===== src/rtl/vga_vmem_arbiter.sv =====
// Character/digit video memory shared by the VGA read path and a system writer.
// Writes are queued and committed only during vertical blanking so a frame never shows a partial update.
module vga_vmem_arbiter #(
    parameter int unsigned DATA_W         = 8,
    parameter int unsigned ADDR_W         = 4,
    parameter int unsigned FIFO_DEPTH     = 4,
    parameter bit          COMMIT_ANYTIME = 1'b0
) (
    input  logic                          CLK,
    input  logic                          RESET,
    input  logic                          VBlank,
    input  logic                          WrValid,
    input  logic [ADDR_W-1:0]             WrAddr,
    input  logic [DATA_W-1:0]             WrData,
    output logic                          WrReady,
    input  logic [ADDR_W-1:0]             VgaAddr,
    output logic [DATA_W-1:0]             VgaData,
    output logic [$clog2(FIFO_DEPTH):0]   Pending,
    output logic                          Committing
);

    localparam int unsigned       PTR_W    = $clog2(FIFO_DEPTH);
    localparam int unsigned       WORDS    = 2**ADDR_W;
    localparam logic [PTR_W:0]    CNT_FULL = (PTR_W+1)'(FIFO_DEPTH);
    localparam logic [PTR_W:0]    CNT_ONE  = (PTR_W+1)'(1);
    localparam logic [PTR_W-1:0]  PTR_ONE  = PTR_W'(1);

    typedef enum logic [1:0] {
        IDLE    = 2'd0,
        WAIT_VB = 2'd1,
        COMMIT  = 2'd2
    } state_t;

    state_t              r_state;
    state_t              w_state_nxt;

    logic [ADDR_W-1:0]   r_q_addr [FIFO_DEPTH];
    logic [DATA_W-1:0]   r_q_data [FIFO_DEPTH];
    logic [PTR_W-1:0]    r_wptr;
    logic [PTR_W-1:0]    r_rptr;
    logic [PTR_W:0]      r_count;

    logic [DATA_W-1:0]   r_mem [WORDS];
    logic [DATA_W-1:0]   r_vga_data;

    logic                w_full;
    logic                w_nonempty;
    logic                w_push;
    logic                w_pop;
    logic                w_vb;

    assign w_full     = (r_count == CNT_FULL);
    assign w_nonempty = (r_count != '0);
    assign w_push     = WrValid && !w_full;
    assign w_vb       = COMMIT_ANYTIME ? 1'b1 : VBlank;

    assign WrReady    = !w_full;
    assign Pending    = r_count;
    assign VgaData    = r_vga_data;
    // Suppressed during reset: the pop is discarded, so nothing is actually written.
    assign Committing = w_pop && !RESET;

    always_ff @(posedge CLK) begin
        if (RESET) begin
            r_state <= IDLE;
        end else begin
            r_state <= w_state_nxt;
        end
    end

    always_comb begin
        w_state_nxt = r_state;
        w_pop       = 1'b0;
        case (r_state)
            IDLE: begin
                if (w_nonempty) w_state_nxt = WAIT_VB;
            end
            WAIT_VB: begin
                if (w_vb) w_state_nxt = COMMIT;
            end
            COMMIT: begin
                if (!w_nonempty) begin
                    w_state_nxt = IDLE;
                end else if (!w_vb) begin
                    w_state_nxt = WAIT_VB;
                end else begin
                    w_pop = 1'b1;
                    if (r_count == CNT_ONE && !w_push) w_state_nxt = IDLE;
                end
            end
            default: w_state_nxt = IDLE;
        endcase
    end

    always_ff @(posedge CLK) begin
        if (RESET) begin
            r_wptr  <= '0;
            r_rptr  <= '0;
            r_count <= '0;
        end else begin
            if (w_push) r_wptr <= r_wptr + PTR_ONE;
            if (w_pop)  r_rptr <= r_rptr + PTR_ONE;
            case ({w_push, w_pop})
                2'b10:   r_count <= r_count + CNT_ONE;
                2'b01:   r_count <= r_count - CNT_ONE;
                default: r_count <= r_count;
            endcase
        end
    end

    always_ff @(posedge CLK) begin
        if (w_push) begin
            r_q_addr[r_wptr] <= WrAddr;
            r_q_data[r_wptr] <= WrData;
        end
    end

    always_ff @(posedge CLK) begin
        if (RESET) begin
            for (int unsigned i = 0; i < WORDS; i++) begin
                r_mem[i] <= '0;
            end
        end else if (w_pop) begin
            r_mem[r_q_addr[r_rptr]] <= r_q_data[r_rptr];
        end
    end

    // Read-before-write: a commit to the address being read shows up one edge later.
    always_ff @(posedge CLK) begin
        if (RESET) begin
            r_vga_data <= '0;
        end else begin
            r_vga_data <= r_mem[VgaAddr];
        end
    end

endmodule


===== config.mk =====
export PLATFORM = sky130hd
export DESIGN_NAME = vga_vmem_arbiter
export DESIGN_NICKNAME = d
export VERILOG_FILES = /design/src/rtl/vga_vmem_arbiter.sv
export SDC_FILE = /design/constraint.sdc
export NUM_CORES = 1
export LEC_CHECK = 0
export CORE_MARGIN = 1.5
export CORE_UTILIZATION = 39
export DETAILED_ROUTE_END_ITERATION = 16
export HOLD_SLACK_MARGIN = 0.06
export PLACE_DENSITY = 0.65
export SLEW_MARGIN = 25
export SYNTH_ARGS = -nofsm -noshare
export SYNTH_HDL_FRONTEND = slang
export SYNTH_SLANG_ARGS = --single-unit

===== constraint.sdc =====
create_clock -name CLK -period 2.46 [get_ports CLK]
set_input_delay 0.615 -clock CLK [delete_from_list [all_inputs] [get_ports CLK]]
set_output_delay 0.615 -clock CLK [all_outputs]
set_load 0.02 [all_outputs]

==> results.py <==
metrics = {
    "floorplan": {
        "num_rows": 53,
        "pin_count": 33,
        "dieArea_um2": 22650,
        "die_w_um": 150.5,
        "core-area_um2": 21150,
        "dieHeight_um": 150.5,
        "start_util_pct": 40.11,
    },
    "clocking": {
        "numClockSinks": 195,
        "cts_buffers": 17,
        "clkTransAtPathRegs_ps": 70,
        "cts-hold-fix-buffers": 0,
        "htreeDepth": 4,
        "cts_tree": "yes",
        "clockRootBuffer": "clkbuf_16",
        "ctsLongestPathBuffers": 2,
        "clkLatencyLatePin_ps": 440,
    },
    "setup_path": {
        "cp_data_required_time_ps": 1850,
        "cp_slowest_cell": "dfxtp_1",
        "cpPeakStageDelay_ps": 370,
        "cp_max_fo": 4,
        "crit_chain": "inv_1 > ha_1 > nor2b_1 > nor4_2 > buf_4",
        "cp-end-kind": "output port",
        "worstReg2RegStart": "Pending[1]$_SDFFE_PP0P_",
        "worst-setup-path-type": "reg2out",
        "cp-start-kind": "flop",
        "rrSetupSlack_ps": 200,
        "arrival_ps": 1720,
        "critPathTopFamily": "simple AND/OR/NAND/NOR gates",
        "crit_buf_inv": 2,
        "worstReg2RegEnd": "r_mem[11][5]$_SDFFCE_PN0P_",
        "reg2reg_depth": 8,
    },
    "final_layout": {
        "nNetsFinal": 656,
        "drive_gt1_share_pct": 25.94,
        "antennaDiodeCount": 0,
        "final_common_cell": "edfxtp_1",
        "syn_to_final_growth_pct": 20.83,
        "final_cell_mix": "176 x edfxtp_1, 140 x nor2_1, 50 x buf_4",
    },
    "logic_synthesis": {
        "ys_warn_count": 0,
        "avgSynthCellArea_um2": 15.63,
        "ys_ff_latch": 195,
        "synth_nets": 572,
        "ys_seq_area_share_pct": 66.76,
        "synthCells": 543,
        "synth_area_um2": 8486,
        "synthDistinctLibCells": 40,
    },
    "timing": {
        "final_hold_viol_count": 0,
        "setup_violations": 0,
        "hold_slack_ps": 550.8,
        "period_minus_slack_ps": 2334,
        "fmax_mhz": 428.4,
        "final_max_slew_viol_count": 0,
        "tightest_slew_ps": 416.7,
        "relSlewSlack_pct": 72.22,
        "setup_ws_ps": 125.5,
        "grt_setup_unrepaired": "no",
        "period_share_pct": 94.90,
        "finalClockSkew_ps": 12.15,
    },
    "placement": {
        "portBuffers": 32,
        "dp_slack_ps": -322.2,
        "gp_congestion": 0.7651,
        "dpl.hpwl_um": 11600,
    },
    "power_and_ir_drop": {
        "p_leak_uw": 0.003778,
        "vdd_ir_drop_max_uv": 491.8,
        "powerDensity_nw_per_um2": 710.0,
    },
    "global_route": {
        "gr-total-overflow": 0,
        "grt_use_total_pct": 16.04,
        "grt_pass1_wl_um": 26500,
        "grt_pass1_vias": 4732,
        "grt_max_degree": 33,
        "grt_antenna_before_repair": 0,
    },
    "min_path": {
        "whs_path_depth": 2,
        "hold_class": "reg2reg",
        "hp-start": "r_rptr[1]$_SDFFE_PP0P_",
        "holdPathEnd": "r_rptr[1]$_SDFFE_PP0P_",
    },
    "route": {
        "routed_via_density": 5.042,
        "vias": 4613,
        "drt_iter0_drc": 358,
        "drt-total-wl_um": 16620,
        "drc": 0,
        "drt_pass1_iterations": 4,
        "ant_nets": 0,
        "wire_per_inst_um": 18.16,
    },
    "job": {
        "maxCapViolations": 0,
    },
    "outcome": {
        "status": "finished clean",
    },
}
## logic make-up after synthesis
kind of cell / Yosys count / share of synthesized area (%)
DFF: 195 / 66.76
adders and majority gates: 9 / 1.327
AOI/OAI and AO/OA: 24 / 1.681
xor gates and xnor gates: 5 / 0.5162
buffers and inverters: 37 / 2.315
muxes: 71 / 13.82
and+or+nand+nor: 202 / 13.58
## metal layers
metal  vias up  track usage, %  part of all wire (%)
li1       2193               -                     -
met2       123           26.70                    51
met1      2291           21.12                    43
met3         6           3.697                   5.0
met4         0           4.412                  0.81
met5         -               0                     0
## cell usage after synthesis, drive strengths merged
cell type  instances  area, um2
a211oi             3      22.52
a21boi             1      7.510
a21oi              3      15.01
a32oi              1      8.760
and2               5      31.28
and2b              2      18.77
buf               18      125.1
clkbuf            13      48.80
dfxtp             19      380.4
edfxtp           176       5285
ha                 9      112.6
inv                6      22.52
mux2               9      101.4
mux2i             26      260.3
mux4              36      810.8
nand2             11      41.29
nand2b            17      106.4
nand4              9      165.2
nand4b             7      157.6
nor2             142      565.5
nor2b              3      26.27
nor3               1      5.000
nor3b              1      7.510
nor4               1      6.260
nor4b              1      8.760
o21ai              9      45.04
o22ai              7      43.79
or2                1      6.260
or3                1      6.260
xnor2              3      26.28
xor2               2      17.52
## repair_timing
action,CTS,global route
setup buffers,1,0
pin swaps,1,1
endpoints found under the setup margin,1,101
resized for setup,5,2
## worst register-to-register path: stages (launching register included)
cell,delay [ps]
dfxtp_1,370
inv_1,100
ha_1,230
nor2b_1,160
nor4_2,230
buf_4,440
nand4b_2,190
nand2b_1,140
buf_12,130
## layout make-up
| class | instances | area, um2 |
|---|---|---|
| well taps | 275 | 344.1 |
| clock buffers | 17 | 425.4 |
| clock inverters | 15 | 182.7 |
| repair buffers | 96 | 983.4 |
| flip-flops and latches | 195 | 5665 |
| inverters | 6 | 22.52 |
| fillers | 1733 | 10900 |
| multi-input cells | 311 | 2630 |
## stage by stage
step / setup TNS, ps / instances / total power, uW / utilization (%) / cell area [um2]
4_1_cts: 0 / 916 / 7358 / 48.48 / 10260
2_1_floorplan: 0 / 543 / 4248 / - / 8488
3_5_place_dp: -34360 / 883 / 4561 / 45.60 / 9646
6_report: 0 / 915 / 7280 / 48.47 / 10250
5_1_grt: 0 / 915 / 7560 / 48.47 / 10250
3_3_place_gp: -21770 / 883 / 4536 / 45.60 / 9646
## where the power goes
part | internal (uW) | total, uW | switching [uW]
clock | 1470 | 2800 | 1330
combinational | 309 | 695 | 386
sequential | 3730 | 3780 | 49.6
## registers in the layout, indices dropped and copies added (netlist names), named ones only
signal    flops
r_rptr        2
r_mem       128
r_q_data     32
r_wptr        2
Pending       3
r_q_addr     16
VgaData       8
r_state       2
## worst max-delay path by stage
stage | start | endpoint | slack (ps) | cells past startpoint
finish | Pending[1]$_SDFFE_PP0P_ | Committing | 130 | 5
global route | Pending[1]$_SDFFE_PP0P_ | Committing | 50 | 5
CTS | Pending[1]$_SDFFE_PP0P_ | Committing | 2 | 5
detailed placement | VBlank | Committing | -320 | 4
global placement | VBlank | Committing | -310 | 4
floorplan | Pending[0]$_SDFFE_PP0P_ | r_mem[6][0]$_SDFFCE_PN0P_ | 20 | 8
No activity file was read; power rests on OpenSTA's default activity.
